==> src/rtl/minutes_counter.sv <==
// Minutes stage of the digital clock: BCD time and alarm minutes, manual digit
// stepping, display selection, hour carry and alarm-hit pulses.
module minutes_counter (
    input  logic       clk,
    input  logic       rst,
    input  logic       minTick,
    input  logic       setSignal,
    input  logic       alarmSignal,
    input  logic       setLMSignal,
    input  logic       setRMSignal,
    output logic [3:0] rightMin,
    output logic [2:0] leftMin,
    output logic       hourCarry,
    output logic       alarmHit
);

    // Encoding matches {alarmSignal, setSignal} so the mode loads by a cast.
    typedef enum logic [1:0] {
        MODE_RUN       = 2'd0,
        MODE_SET_TIME  = 2'd1,
        MODE_SET_ALARM = 2'd2,
        MODE_LOCK      = 2'd3
    } mode_e;

    mode_e      mode_q, mode_d;
    logic [3:0] tr_q, tr_d, ar_q, ar_d, right_min_q, right_min_d;
    logic [2:0] tl_q, tl_d, al_q, al_d, left_min_q, left_min_d;
    logic       pl_q, pr_q;
    logic       hour_carry_q, hour_carry_d, alarm_hit_q, alarm_hit_d;
    logic       rise_l_s, rise_r_s, tick_adv_s, hit_mode_s;

    // Next-state: tick advance, button stepping, range guard, display select.
    always_comb begin
        mode_d       = mode_e'({alarmSignal, setSignal});
        rise_l_s     = setLMSignal & ~pl_q;
        rise_r_s     = setRMSignal & ~pr_q;
        tr_d         = tr_q;
        tl_d         = tl_q;
        ar_d         = ar_q;
        al_d         = al_q;
        hour_carry_d = 1'b0;
        alarm_hit_d  = 1'b0;
        tick_adv_s   = 1'b0;
        hit_mode_s   = 1'b0;

        case (mode_q)
            MODE_RUN: begin
                tick_adv_s = minTick;
                hit_mode_s = 1'b1;
            end
            MODE_SET_TIME: begin
                tick_adv_s = 1'b0;
                hit_mode_s = 1'b0;
            end
            MODE_SET_ALARM: begin
                tick_adv_s = minTick;
                hit_mode_s = 1'b1;
            end
            MODE_LOCK: begin
                tick_adv_s = minTick;
                hit_mode_s = 1'b0;
            end
            default: begin
                tick_adv_s = 1'b0;
                hit_mode_s = 1'b0;
            end
        endcase

        if (tick_adv_s) begin
            if (tr_q == 4'd9) begin
                tr_d = 4'd0;
                if (tl_q == 3'd5) begin
                    tl_d         = 3'd0;
                    hour_carry_d = 1'b1;
                end else begin
                    tl_d = tl_q + 3'd1;
                end
            end else begin
                tr_d = tr_q + 4'd1;
            end
        end else if (mode_q == MODE_SET_TIME) begin
            // Manual steps wrap within one digit and never carry.
            if (rise_l_s) begin
                tl_d = (tl_q == 3'd5) ? 3'd0 : tl_q + 3'd1;
            end else if (rise_r_s) begin
                tr_d = (tr_q == 4'd9) ? 4'd0 : tr_q + 4'd1;
            end else begin
                tr_d = tr_q;
            end
        end else begin
            tr_d = tr_q;
        end

        if (mode_q == MODE_SET_ALARM) begin
            if (rise_l_s) begin
                al_d = (al_q == 3'd5) ? 3'd0 : al_q + 3'd1;
            end else if (rise_r_s) begin
                ar_d = (ar_q == 4'd9) ? 4'd0 : ar_q + 4'd1;
            end else begin
                ar_d = ar_q;
            end
        end else begin
            ar_d = ar_q;
        end

        // Corrupted digits are forced back to zero.
        if (tr_q > 4'd9) begin tr_d = 4'd0; end else begin tr_d = tr_d; end
        if (tl_q > 3'd5) begin tl_d = 3'd0; end else begin tl_d = tl_d; end
        if (ar_q > 4'd9) begin ar_d = 4'd0; end else begin ar_d = ar_d; end
        if (al_q > 3'd5) begin al_d = 3'd0; end else begin al_d = al_d; end

        if (tick_adv_s && hit_mode_s && (tr_d == ar_q) && (tl_d == al_q)) begin
            alarm_hit_d = 1'b1;
        end else begin
            alarm_hit_d = 1'b0;
        end

        if (mode_q == MODE_SET_ALARM) begin
            right_min_d = ar_d;
            left_min_d  = al_d;
        end else begin
            right_min_d = tr_d;
            left_min_d  = tl_d;
        end
    end

    // State and output registers with synchronous reset.
    always_ff @(posedge clk) begin
        if (rst) begin
            mode_q       <= MODE_RUN;
            tr_q         <= 4'd0;
            tl_q         <= 3'd0;
            ar_q         <= 4'd0;
            al_q         <= 3'd0;
            pl_q         <= 1'b1;
            pr_q         <= 1'b1;
            right_min_q  <= 4'd0;
            left_min_q   <= 3'd0;
            hour_carry_q <= 1'b0;
            alarm_hit_q  <= 1'b0;
        end else begin
            mode_q       <= mode_d;
            tr_q         <= tr_d;
            tl_q         <= tl_d;
            ar_q         <= ar_d;
            al_q         <= al_d;
            pl_q         <= setLMSignal;
            pr_q         <= setRMSignal;
            right_min_q  <= right_min_d;
            left_min_q   <= left_min_d;
            hour_carry_q <= hour_carry_d;
            alarm_hit_q  <= alarm_hit_d;
        end
    end

    assign rightMin  = right_min_q;
    assign leftMin   = left_min_q;
    assign hourCarry = hour_carry_q;
    assign alarmHit  = alarm_hit_q;

endmodule

==> config.mk <==
export PLATFORM = sky130hd
export DESIGN_NAME = minutes_counter
export DESIGN_NICKNAME = d
export VERILOG_FILES = /design/src/rtl/minutes_counter.sv
export SDC_FILE = /design/constraint.sdc
export NUM_CORES = 1
export LEC_CHECK = 0
export ABC_AREA = 1
export CAP_MARGIN = 10
export CELL_PAD_IN_SITES_DETAIL_PLACEMENT = 0
export CELL_PAD_IN_SITES_GLOBAL_PLACEMENT = 1
export CORE_ASPECT_RATIO = 0.6
export CORE_UTILIZATION = 43
export DETAILED_ROUTE_END_ITERATION = 10
export DONT_BUFFER_PORTS = 1
export GPL_TIMING_DRIVEN = 1
export PLACE_DENSITY = 0.78
export SKIP_CTS_REPAIR_TIMING = 1
export SYNTH_ARGS = -nofsm -noshare
export SYNTH_HDL_FRONTEND = slang
export SYNTH_SLANG_ARGS = --single-unit
==> constraint.sdc <==
create_clock -name clk -period 1.63 [get_ports clk]
set_input_delay 0.4075 -clock clk [delete_from_list [all_inputs] [get_ports clk]]
set_output_delay 0.4075 -clock clk [all_outputs]
set_load 0.03 [all_outputs]
==> impl_summary.log, run 1 <==
INFO  metric status = finished clean
INFO  metric crit_path_start_kind = flip-flop
INFO  metric max_stage_delay = 360 ps
INFO  metric port_buffers = 0
INFO  metric top_layer_in_use = met4
INFO  metric global_route_wire_length_before_repair = 5.17 mm
INFO  metric finalWeightedCongestion = 0.852
INFO  metric timing.critical_path.fanout_max = 4
INFO  metric layout-area-overhead-vs-synth = 8.18%
INFO  metric adder_cell_share_of_the_synthesized_area = 0%
INFO  metric cts-htree-levels = 1
INFO  metric synth_top_area_share = 39.3%
INFO  metric synth_ff_type = dfxtp_1
INFO  metric instances_no_fill = 263
INFO  metric dieArea = 3440 sq um
INFO  metric rows = 15
INFO  metric worst_r2r_startpoint = tr_q[0]$_SDFF_PP0_
INFO  metric ys_top_cells_by_count = nand2_1, inv_1, nor2_1
INFO  metric dp.final_hpwl = 2.54 mm
INFO  metric finalCriticalPeriod = 1490 ps
INFO  metric drt-total-wl = 3.25 mm
INFO  metric drt-vias-per-instance = 4.87
INFO  metric r2r_setup_slack = 140 ps
INFO  metric static-leakage-power = 0.715 nW
INFO  metric synth.distinct_cells = 23
INFO  metric tns = 0 ps
INFO  metric drt_pre_antenna_iters = 4
INFO  metric tritoncts_clock_tree = yes
INFO  metric drt-met1-wl = 1.70 mm
INFO  metric synth-edff-count = 0
INFO  metric final_net_count = 229
INFO  metric yosysWarnings = 0
INFO  metric post_route_cells_drive_above_1_share = 9.95%
INFO  metric die_h = 45.8 microns
INFO  metric synth_top_cell_by_area = dfxtp_1
INFO  metric dpl_worst_slack = 59.6 ps
INFO  metric dr_wl_met2 = 1.26 mm
INFO  metric synth_compound_gate_area_share = 7.18%
INFO  metric timing.max_slew.rel_slack = 79.6%
INFO  metric tightestPinTransition = 305 ps
INFO  metric worst-setup-path-type = flip-flop to flip-flop
INFO  metric setup_viol = 0
INFO  metric clkSlewWorstSetupHoldPaths = 100 ps
INFO  metric crit_path_top_cell_by_count = nand2_1
INFO  metric drt_iter0_drc = 106
INFO  metric worst-path-buf-inv = 2
INFO  metric grt_antenna_before_repair = 0
INFO  metric post-place-cells = 259
INFO  metric critical_path.endpoint_type = flip-flop
INFO  metric achievable-frequency = 0.673 GHz
INFO  metric fin_crit_share = 91.2%
INFO  metric clock_sinks = 27
INFO  metric synth.net_count = 224
INFO  metric report.final.slew_viol_count = 0
INFO  metric p_per_area = 851 nW/um^2
INFO  metric cap_violations = 0
INFO  metric met3RoutedLength = 278 microns
INFO  metric critical_path_arrival = 1690 ps
INFO  metric overall_die_width = 75.0 microns
INFO  metric cts_root_buffer = clkbuf_8
INFO  metric insertedDiodeCount = 0
INFO  metric io-pin-count = 16
INFO  metric num_vias = 1280
INFO  metric maximum_number_of_pins_on_one_net_before_global_route_repair = 20
INFO  metric synth_top_family_by_area = simple AND/OR/NAND/NOR gates
INFO  metric avgRoutedWirePerCell = 12.4 microns
INFO  metric netlist_area = 1380 sq um
INFO  metric post_synthesis_sequential_element_count = 27
INFO  metric synthXorXnorAreaFrac = 0.636%
INFO  metric worst_setup_path_startpoint = tr_q[0]$_SDFF_PP0_
INFO  metric hold-worst-slack = 185 ps
INFO  metric cts_buffer_depth = 2
INFO  metric drc = 0
INFO  metric worst_hold_path_type = input port to flip-flop
INFO  metric synth_top_cells_by_area = dfxtp_1, nand2_1, inv_1
INFO  metric core_box_area = 2950 sq um
INFO  metric synth.yosys.seq_area_share = 39.3%
INFO  metric synth_simple_gate_area_share = 42.3%
INFO  metric ir_drop = 618 uV
INFO  metric skew = 2.57 ps
INFO  metric gr-usage-all-layers = 21.1%
INFO  metric clock_insertion_delay_worst_skew = 270 ps
INFO  metric floorplan.initialDensity = 46.7%
INFO  metric postSynthAreaPerCell = 6.34 sq um
INFO  metric ys_async_sr_fraction = 0%
INFO  metric cts_buffers = 3
INFO  metric synthesis.instances = 217
INFO  metric fin_ws = 143 ps
INFO  metric grt_remaining_overflow = 0
INFO  metric worstPathRequired = 1840 ps
INFO  metric cp_top_family = simple AND/OR/NAND/NOR gates
INFO  metric yosys-mux-area-fraction = 0%
INFO  metric post-synth-top-count-cell = nand2_1
INFO  metric first_global_vias = 1060
INFO  metric crit_slowest_cell = dfxtp_1
INFO  metric antenna_left = 0
INFO  metric timing.hold.worst.start = rst
INFO  metric finalHoldViolations = 0
INFO  metric rsz0062_at_grt = no
INFO  metric crit_path_cells = nand2_1 -> inv_1 -> nand2_1 -> nand3_1 -> nand2_1 -> nand3_1 -> nand2_1 -> inv_1 -> nor2_1 -> nand2_1 -> nor2_1
==> state kept, by name, indices dropped and copies added, names as in the netlist <==
name	flops
tr_q	4
pr_q	1
alarmHit	1
pl_q	1
tl_q	3
ar_q	4
hourCarry	1
rightMin	4
leftMin	3
mode_q	2
al_q	3
==> worst paths after layout <==
check,endpoint,cells after the start
max,alarmHit$_SDFF_PP0_,11
max reg2reg,alarmHit$_SDFF_PP0_,11
min,mode_q[0]$_SDFF_PP0_,1
min reg2reg,hourCarry$_SDFF_PP0_,1
==> final cells by class <==
type,instances,area (sq um)
multi-input cells,152,694
fillers,325,1460
well taps,42,52.6
flip-flops and latches,27,542
repair buffers,3,22.5
clock buffers,3,41.3
clock inverters,1,5.00
inverters,35,131
==> through the flow <==
stage	area, sq um	power (mW)	utilization (%)
2_1_floorplan	1380	0.854	-
3_3_place_gp	1440	0.890	48.7
3_5_place_dp	1440	0.889	48.7
4_1_cts	1480	1.27	50.3
5_1_grt	1490	1.33	50.5
6_report	1490	1.27	50.5
==> cells in the final DEF, fill, tap and decap left out, types with 2 or more instances in the layout <==
master and instances:
nand3_2 2, dfxtp_1 26, nand2_2 6, clkbuf_8 3, a21oi_1 10, o211ai_1 3
buf_4 3, nand2_1 66, nor2_2 2, nand3_1 20, o21ai_0 2, inv_1 32
nand4_1 6, inv_2 2, nor2_1 29
==> logic make-up (layout without fill, tap and decap cells) <==
family | Yosys count | count (layout)
flops | 27 | 27
buf+inv | 38 | 42
xor+xnor | 1 | 1
simple gates | 134 | 134
compound gates | 17 | 17
==> routing by layer <==
metal  GRT usage (%)  vias up
li1                -      687
met1            32.8      543
met2            27.7       48
met3            6.19        2
met4            4.53        0
met5               0        -
==> power breakdown <==
group / internal [mW] / switching [mW] / total (mW)
Clock: 0.172 / 0.220 / 0.392
Combinational: 0.0527 / 0.0968 / 0.149
Sequential: 0.686 / 0.0404 / 0.727
Note: power is estimated with default switching activity, not from simulation.
==> run 2: changes to the inputs <==
- BUFFER_PORTS_ARGS: not set -> -buffer_cell sky130_fd_sc_hd__buf_2
- CORE_UTILIZATION: 43 -> 39
- DONT_BUFFER_PORTS: 1 -> not set
- PLACE_DENSITY: 0.78 -> 0.77
==> run 2 against run 1 <==
  * Clock-buffer cell count is the same
  * Largest cell class unchanged
  * Critical path depth decreased by 2
  * Largest power group unchanged
  * Die area grew 9.9%
  * Via count increased by 3.9%
  * Sequential share of layout area is 2.1 points lower
  * Flip-flop and latch count unchanged
==> impl_summary.log, run 2 (same netlist as run 1, synthesis figures left out) <==
INFO  metric status = finished clean
INFO  metric finish.instance_area = 1580 sq um (+6.1%)
INFO  metric ir_drop = 413 uV (-33%)
INFO  metric clock_insertion_delay_worst_skew = 280 ps (about the same)
INFO  metric worst_hold_path_type = input port to flip-flop
INFO  metric cts-htree-levels = 1 (unchanged)
INFO  metric overall_die_width = 78.7 microns (+4.9%)
INFO  metric finalCriticalPeriod = 1490 ps (+1.92 ps)
INFO  metric worst-setup-path-type = flip-flop to flip-flop
INFO  metric layout-area-overhead-vs-synth = 14.8%
INFO  metric worst-path-buf-inv = 2 (unchanged)
INFO  metric antenna_left = 0 (unchanged)
INFO  metric crit_path_cells = inv_1 -> nand2_1 -> nand3_1 -> nor2_1 -> inv_1 -> o211ai_1 -> nand2_1 -> nand2_1 -> nor2_1
INFO  metric dp.final_hpwl = 2.67 mm (+5.2%)
INFO  metric achievable-frequency = 0.672 GHz (-0.13%)
INFO  metric crit_path_start_kind = flip-flop
INFO  metric worst_setup_path_endpoint = rightMin[3]$_SDFF_PP0_
INFO  metric critical_path.endpoint_type = flip-flop
INFO  metric worst_hold_path.num_cells = 3 (+2)
INFO  metric fin_crit_share = 91.3% (+0.12 points)
INFO  metric cts_buffer_depth = 2 (unchanged)
INFO  metric rows = 16 (+1)
INFO  metric drt_pre_antenna_iters = 4 (unchanged)
INFO  metric first_global_vias = 1056 (-0.38%)
INFO  metric crit_slowest_cell = dfxtp_1
INFO  metric p_per_area = 820 nW/um^2 (-3.7%)
INFO  metric worst_setup_path_startpoint = pl_q$_SDFF_PP1_
INFO  metric setup_viol = 0 (unchanged)
INFO  metric port_buffers = 15 (+15)
INFO  metric worstRegToRegCells = 9 (-2)
INFO  metric reg2reg_end = rightMin[3]$_SDFF_PP0_
INFO  metric r2r_setup_slack = 140 ps (about the same)
INFO  metric final_common_cell = nand2_1
INFO  metric post_route_cells_drive_above_1_share = 16.0% (+6.0 points)
INFO  metric global_route_wire_length_before_repair = 5.22 mm (+1.1%)
INFO  metric floorplan.initialDensity = 41.7% (-5.0 points)
INFO  metric instances_no_fill = 283 (+7.6%)
INFO  metric insertedDiodeCount = 0 (unchanged)
INFO  metric final_net_count = 246 (+7.4%)
INFO  metric clkSlewWorstSetupHoldPaths = 100 ps (about the same)
INFO  metric worstPathRequired = 1810 ps (-30 ps)
INFO  metric report.final.slew_viol_count = 0 (unchanged)
INFO  metric layout.cells.most_common_list = nand2_1, inv_1, nor2_1
INFO  metric finalWeightedCongestion = 0.833 (-2.2%)
INFO  metric tightestPinTransition = 304 ps (-0.725 ps)
INFO  metric skew = 6.08 ps (+3.51 ps)
INFO  metric dieArea = 3780 sq um (+9.9%)
INFO  metric drt-total-wl = 3.38 mm (+3.8%)
INFO  metric critical_path_arrival = 1660 ps (-30 ps)
INFO  metric static-leakage-power = 0.796 nW (+11%)
INFO  metric dpl_cell_area = 1530 sq um (+6.5%)
INFO  metric post-place-cells = 279 (+7.7%)
INFO  metric maximum_number_of_pins_on_one_net_before_global_route_repair = 16 (-20%)
INFO  metric timing.max_slew.rel_slack = 79.6% (about the same)
INFO  metric fill_cells = 355 (+9.2%)
INFO  metric gr-usage-all-layers = 19.3% (-1.8 points)
INFO  metric fin_ws = 141 ps (-1.92 ps)
INFO  metric grt_remaining_overflow = 0 (unchanged)
INFO  metric worst_r2r_startpoint = pl_q$_SDFF_PP1_
INFO  metric cts_root_buffer = clkbuf_8
INFO  metric num_vias = 1330 (+3.9%)
INFO  metric cp_top_family = simple AND/OR/NAND/NOR gates
INFO  metric clock_sinks = 27 (unchanged)
INFO  metric critical_path_depth = 9 (-2)
INFO  metric timing.critical_path.fanout_max = 3 (-1)
INFO  metric dpl_worst_slack = -88.9 ps (-149 ps)
INFO  metric max_stage_delay = 340 ps (-20 ps)
INFO  metric crit_path_top_cell_by_count = nand2_1
INFO  metric drt_iter0_drc = 136 (+28%)
INFO  metric io-pin-count = 16 (unchanged)
INFO  metric drt-vias-per-instance = 4.70 (-3.4%)
INFO  metric core_box_area = 3300 sq um (+12%)
INFO  metric grt_antenna_before_repair = 0 (unchanged)
INFO  metric cts_buffers = 3 (unchanged)
INFO  metric cap_violations = 0 (unchanged)
INFO  metric finalHoldViolations = 0 (unchanged)
INFO  metric avgRoutedWirePerCell = 11.9 microns (-3.5%)
INFO  metric drc = 0 (unchanged)
INFO  metric rsz0062_at_grt = no
INFO  metric die_h = 48.0 microns (+4.8%)
INFO  metric tritoncts_clock_tree = yes
==> run 2: cell types whose count changed in the layout (fill, tap and decap cells not counted) <==
cell	before	now
buf_2	0	15
buf_4	3	5
nor2_1	29	30
nor2_2	2	1
==> run 2: how the worst min path moves through the flow <==
stage                      endpoint                from
5_1_grt        mode_q[0]$_SDFF_PP0_           setSignal
3_3_place_gp   hourCarry$_SDFF_PP0_  tl_q[1]$_SDFF_PP0_
2_1_floorplan  hourCarry$_SDFF_PP0_  tl_q[1]$_SDFF_PP0_
4_1_cts             pr_q$_SDFF_PP1_         setRMSignal
6_report            pr_q$_SDFF_PP1_         setRMSignal
3_5_place_dp   hourCarry$_SDFF_PP0_  tl_q[1]$_SDFF_PP0_
==> run 2: where the power goes <==
group | internal (mW) | total (mW) | switching, mW
sequential | 0.686 | 0.700 | 0.0139
clock | 0.172 | 0.391 | 0.219
combinational | 0.0686 | 0.205 | 0.137
==> run 2: cell type report <==
| cell class | instances | area, sq um | share of cell area, % |
|---|---|---|---|
| Tap cell | 45 | 56.3 | 3.56 |
| Clock buffer | 3 | 41.3 | 2.61 |
| Timing Repair Buffer | 20 | 113 | 7.13 |
| Multi-Input combinational cell | 152 | 692 | 43.8 |
| Sequential cell | 27 | 542 | 34.3 |
| Clock inverter | 1 | 5.00 | 0.317 |
| Inverter | 35 | 131 | 8.31 |
==> run 2: per-stage QoR <==
stage	hold slack [ps]	util, %	power, mW	TNS (ps)
finish	301	47.8	1.30	0
global route	313	47.8	1.36	0
CTS	300	47.7	1.31	0
detailed placement	501	46.3	0.916	-113
global placement	505	46.3	0.916	-77.7
floorplan	467	-	0.854	0
==> run 2: routing by layer <==
metal  global-route usage, %  wire length (microns)  vias to the layer above
met1                    30.1                   1910                      574
met5                       0                      0                        -
met4                    6.67                     36                        0
met3                    4.57                    211                        5
li1                        -                      -                      713
met2                    24.7                   1220                       38
==> run 2: worst reg2reg max path, delay by kind of cell, from the launching register on <==
kind / cells / cell delay [ps]
AOI/OAI and AO/OA: 1 / 240
DFF: 1 / 340
buffers and inverters: 2 / 150
and+or+nand+nor: 6 / 650
==> run 3: changes to the inputs <==
- CELL_PAD_IN_SITES_DETAIL_PLACEMENT: 0 -> 1
- CELL_PAD_IN_SITES_GLOBAL_PLACEMENT: 1 -> 2
- CORE_UTILIZATION: 39 -> 30
==> run 3 against run 2 <==
  * Flip-flop and latch count is the same
  * Combinational power increased by 12%
  * Non-clock buffer count rose by 5
  * Clock power up 3%
  * Register-to-register slack got worse by 20 ps
  * Clock skew hardly changed
  * Critical path depth did not move
  * Utilization is 8.5 points lower
  * Hold slack improved by 15 ps
  * Wire length increased by 24%
  * Largest power group unchanged
  * Highest routed layer unchanged
==> impl_summary.log, run 3 (same netlist as run 1, synthesis figures left out) <==
INFO  metric status = finished clean
INFO  metric floorplan.initialDensity = 32.3% (-9.3 points)
INFO  metric avgRoutedWirePerCell = 13.8 microns (+16%)
INFO  metric worst_hold_path.num_cells = 3 (unchanged)
INFO  metric dpl_cell_area = 1590 sq um (+3.7%)
INFO  metric crit_path_top_cell_by_count = nand2_1
INFO  metric dieArea = 4870 sq um (+29%)
INFO  metric critical_path.endpoint_type = flip-flop
INFO  metric report.final.slew_viol_count = 0 (unchanged)
INFO  metric cp_top_family = compound AO/OA/AOI/OAI gates
INFO  metric finalHoldViolations = 0 (unchanged)
INFO  metric post_route_cells_drive_above_1_share = 19.3% (+3.4 points)
INFO  metric finish.instance_area = 1670 sq um (+5.9%)
INFO  metric hold-worst-slack = 316 ps (+15.2 ps)
INFO  metric instances_no_fill = 303 (+7.1%)
INFO  metric io-pin-count = 16 (unchanged)
INFO  metric tightestPinTransition = 267 ps (-37.6 ps)
INFO  metric drt-total-wl = 4.19 mm (+24%)
INFO  metric finalCriticalPeriod = 1510 ps (+18.6 ps)
INFO  metric worstPathRequired = 1850 ps (+40 ps)
INFO  metric skew = 5.82 ps (-0.258 ps)
INFO  metric clkSlewWorstSetupHoldPaths = 100 ps (about the same)
INFO  metric insertedDiodeCount = 0 (unchanged)
INFO  metric power = 1.33 mW (+2.9%)
INFO  metric drc = 0 (unchanged)
INFO  metric crit_slowest_cell = dfxtp_1
INFO  metric clock_sinks = 27 (unchanged)
INFO  metric worst_setup_path_startpoint = mode_q[1]$_SDFF_PP0_
INFO  metric setup_viol = 0 (unchanged)
INFO  metric drt_iter0_drc = 73 (-46%)
INFO  metric cts-htree-levels = 1 (unchanged)
INFO  metric overall_die_width = 89.4 microns (+14%)
INFO  metric ir_drop = 337 uV (-18%)
INFO  metric grt_antenna_before_repair = 0 (unchanged)
INFO  metric worst-setup-path-type = flip-flop to flip-flop
INFO  metric finalWeightedCongestion = 0.788 (-5.4%)
INFO  metric num_vias = 1384 (+4.1%)
INFO  metric max_stage_delay = 380 ps (+40 ps)
INFO  metric clock_insertion_delay_worst_skew = 280 ps (about the same)
INFO  metric cts_buffers = 3 (unchanged)
INFO  metric worstRegToRegCells = 9 (unchanged)
INFO  metric crit_path_start_kind = flip-flop
INFO  metric p_per_area = 797 nW/um^2 (-2.9%)
INFO  metric maximum_number_of_pins_on_one_net_before_global_route_repair = 16 (unchanged)
INFO  metric layout-area-overhead-vs-synth = 21.6%
INFO  metric layout.core_utilization = 39.3% (-8.5 points)
INFO  metric drt-vias-per-instance = 4.57 (-2.8%)
INFO  metric critical_path_arrival = 1730 ps (+70 ps)
INFO  metric worst-path-buf-inv = 3 (+1)
INFO  metric layout.cells.most_common_list = nand2_1, inv_1, nor2_1
INFO  metric global_route_wire_length_before_repair = 6.67 mm (+28%)
INFO  metric post-place-cells = 299 (+7.2%)
INFO  metric antenna_left = 0 (unchanged)
INFO  metric worst_hold_path_type = input port to flip-flop
INFO  metric worst_r2r_startpoint = mode_q[1]$_SDFF_PP0_
INFO  metric rsz0062_at_grt = yes
INFO  metric fin_crit_share = 92.5% (+1.1 points)
INFO  metric die_h = 54.5 microns (+13%)
INFO  metric gr-usage-all-layers = 19.1% (-0.23 points)
INFO  metric dp.final_hpwl = 3.36 mm (+26%)
INFO  metric rows = 18 (+2)
INFO  metric tritoncts_clock_tree = yes
INFO  metric critical_path_depth = 9 (unchanged)
INFO  metric crit_path_cells = inv_1 -> nor2_1 -> buf_6 -> inv_2 -> o21ai_1 -> o211ai_1 -> nand2_1 -> nand2_1 -> a21oi_1
INFO  metric final_net_count = 251 (+2.0%)
INFO  metric core_box_area = 4260 sq um (+29%)
INFO  metric cts_root_buffer = clkbuf_8
INFO  metric achievable-frequency = 0.663 GHz (-1.2%)
INFO  metric port_buffers = 15 (unchanged)
INFO  metric timing.max_slew.rel_slack = 82.2% (+2.5 points)
INFO  metric final_common_cell = nand2_1
INFO  metric cap_violations = 0 (unchanged)
INFO  metric drt_pre_antenna_iters = 4 (unchanged)
INFO  metric timing.critical_path.fanout_max = 10 (+7)
INFO  metric first_global_vias = 1314 (+24%)
INFO  metric timing.hold.worst.start = setSignal
INFO  metric grt_remaining_overflow = 0 (unchanged)
INFO  metric cts_buffer_depth = 2 (unchanged)
INFO  metric static-leakage-power = 0.836 nW (+5.0%)
run 3: cell count changes in the layout (fill, tap and decap cells not counted), sizes merged:
cell  previous run  this run
buf             20        25
run 3: area by class of cell:
| cell class | instances | area [sq um] |
|---|---|---|
| clock buffer | 3 | 41.3 |
| inverter | 35 | 131 |
| multi-input combinational | 152 | 724 |
| fill | 587 | 2580 |
| tap | 60 | 75.1 |
| sequential | 27 | 543 |
| clock inverter | 1 | 5.00 |
| timing repair buffer | 25 | 154 |
run 3: routing by layer:
| layer | global-route usage (%) | up-vias | routed length (microns) |
|---|---|---|---|
| li1 | - | 729 | - |
| met1 | 28.9 | 628 | 2380 |
| met2 | 27.2 | 25 | 1630 |
| met3 | 4.98 | 2 | 174 |
| met4 | 2.38 | 0 | 7 |
| met5 | 0 | - | 0 |
run 3: where the power goes:
part | internal, mW | total [mW] | leakage (nW) | switching [mW]
logic | 0.0795 | 0.230 | 0.589 | 0.150
clock network | 0.172 | 0.401 | 0.0255 | 0.229
registers | 0.687 | 0.703 | 0.221 | 0.0160
total | 0.938 | 1.33 | 0.836 | 0.395
run 3: worst min-delay path, cell delays in order:
cell and delay [ps]:
buf_2 90, inv_1 40, nor2_1 30
run 3: through the flow:
step | setup WS, ps | setup TNS, ps
6_report | 123 | 0
5_1_grt | -34.5 | -57.8
4_1_cts | 35.8 | 0
3_5_place_dp | -66.9 | -66.9
3_3_place_gp | -59.3 | -59.3
2_1_floorplan | 282 | 0
run 3: final timing paths:
kind              slack (ps)                     to
setup reg to reg         120  leftMin[0]$_SDFF_PP0_
hold reg to reg          520   hourCarry$_SDFF_PP0_
hold / removal           320   mode_q[0]$_SDFF_PP0_
setup / recovery         120  leftMin[0]$_SDFF_PP0_
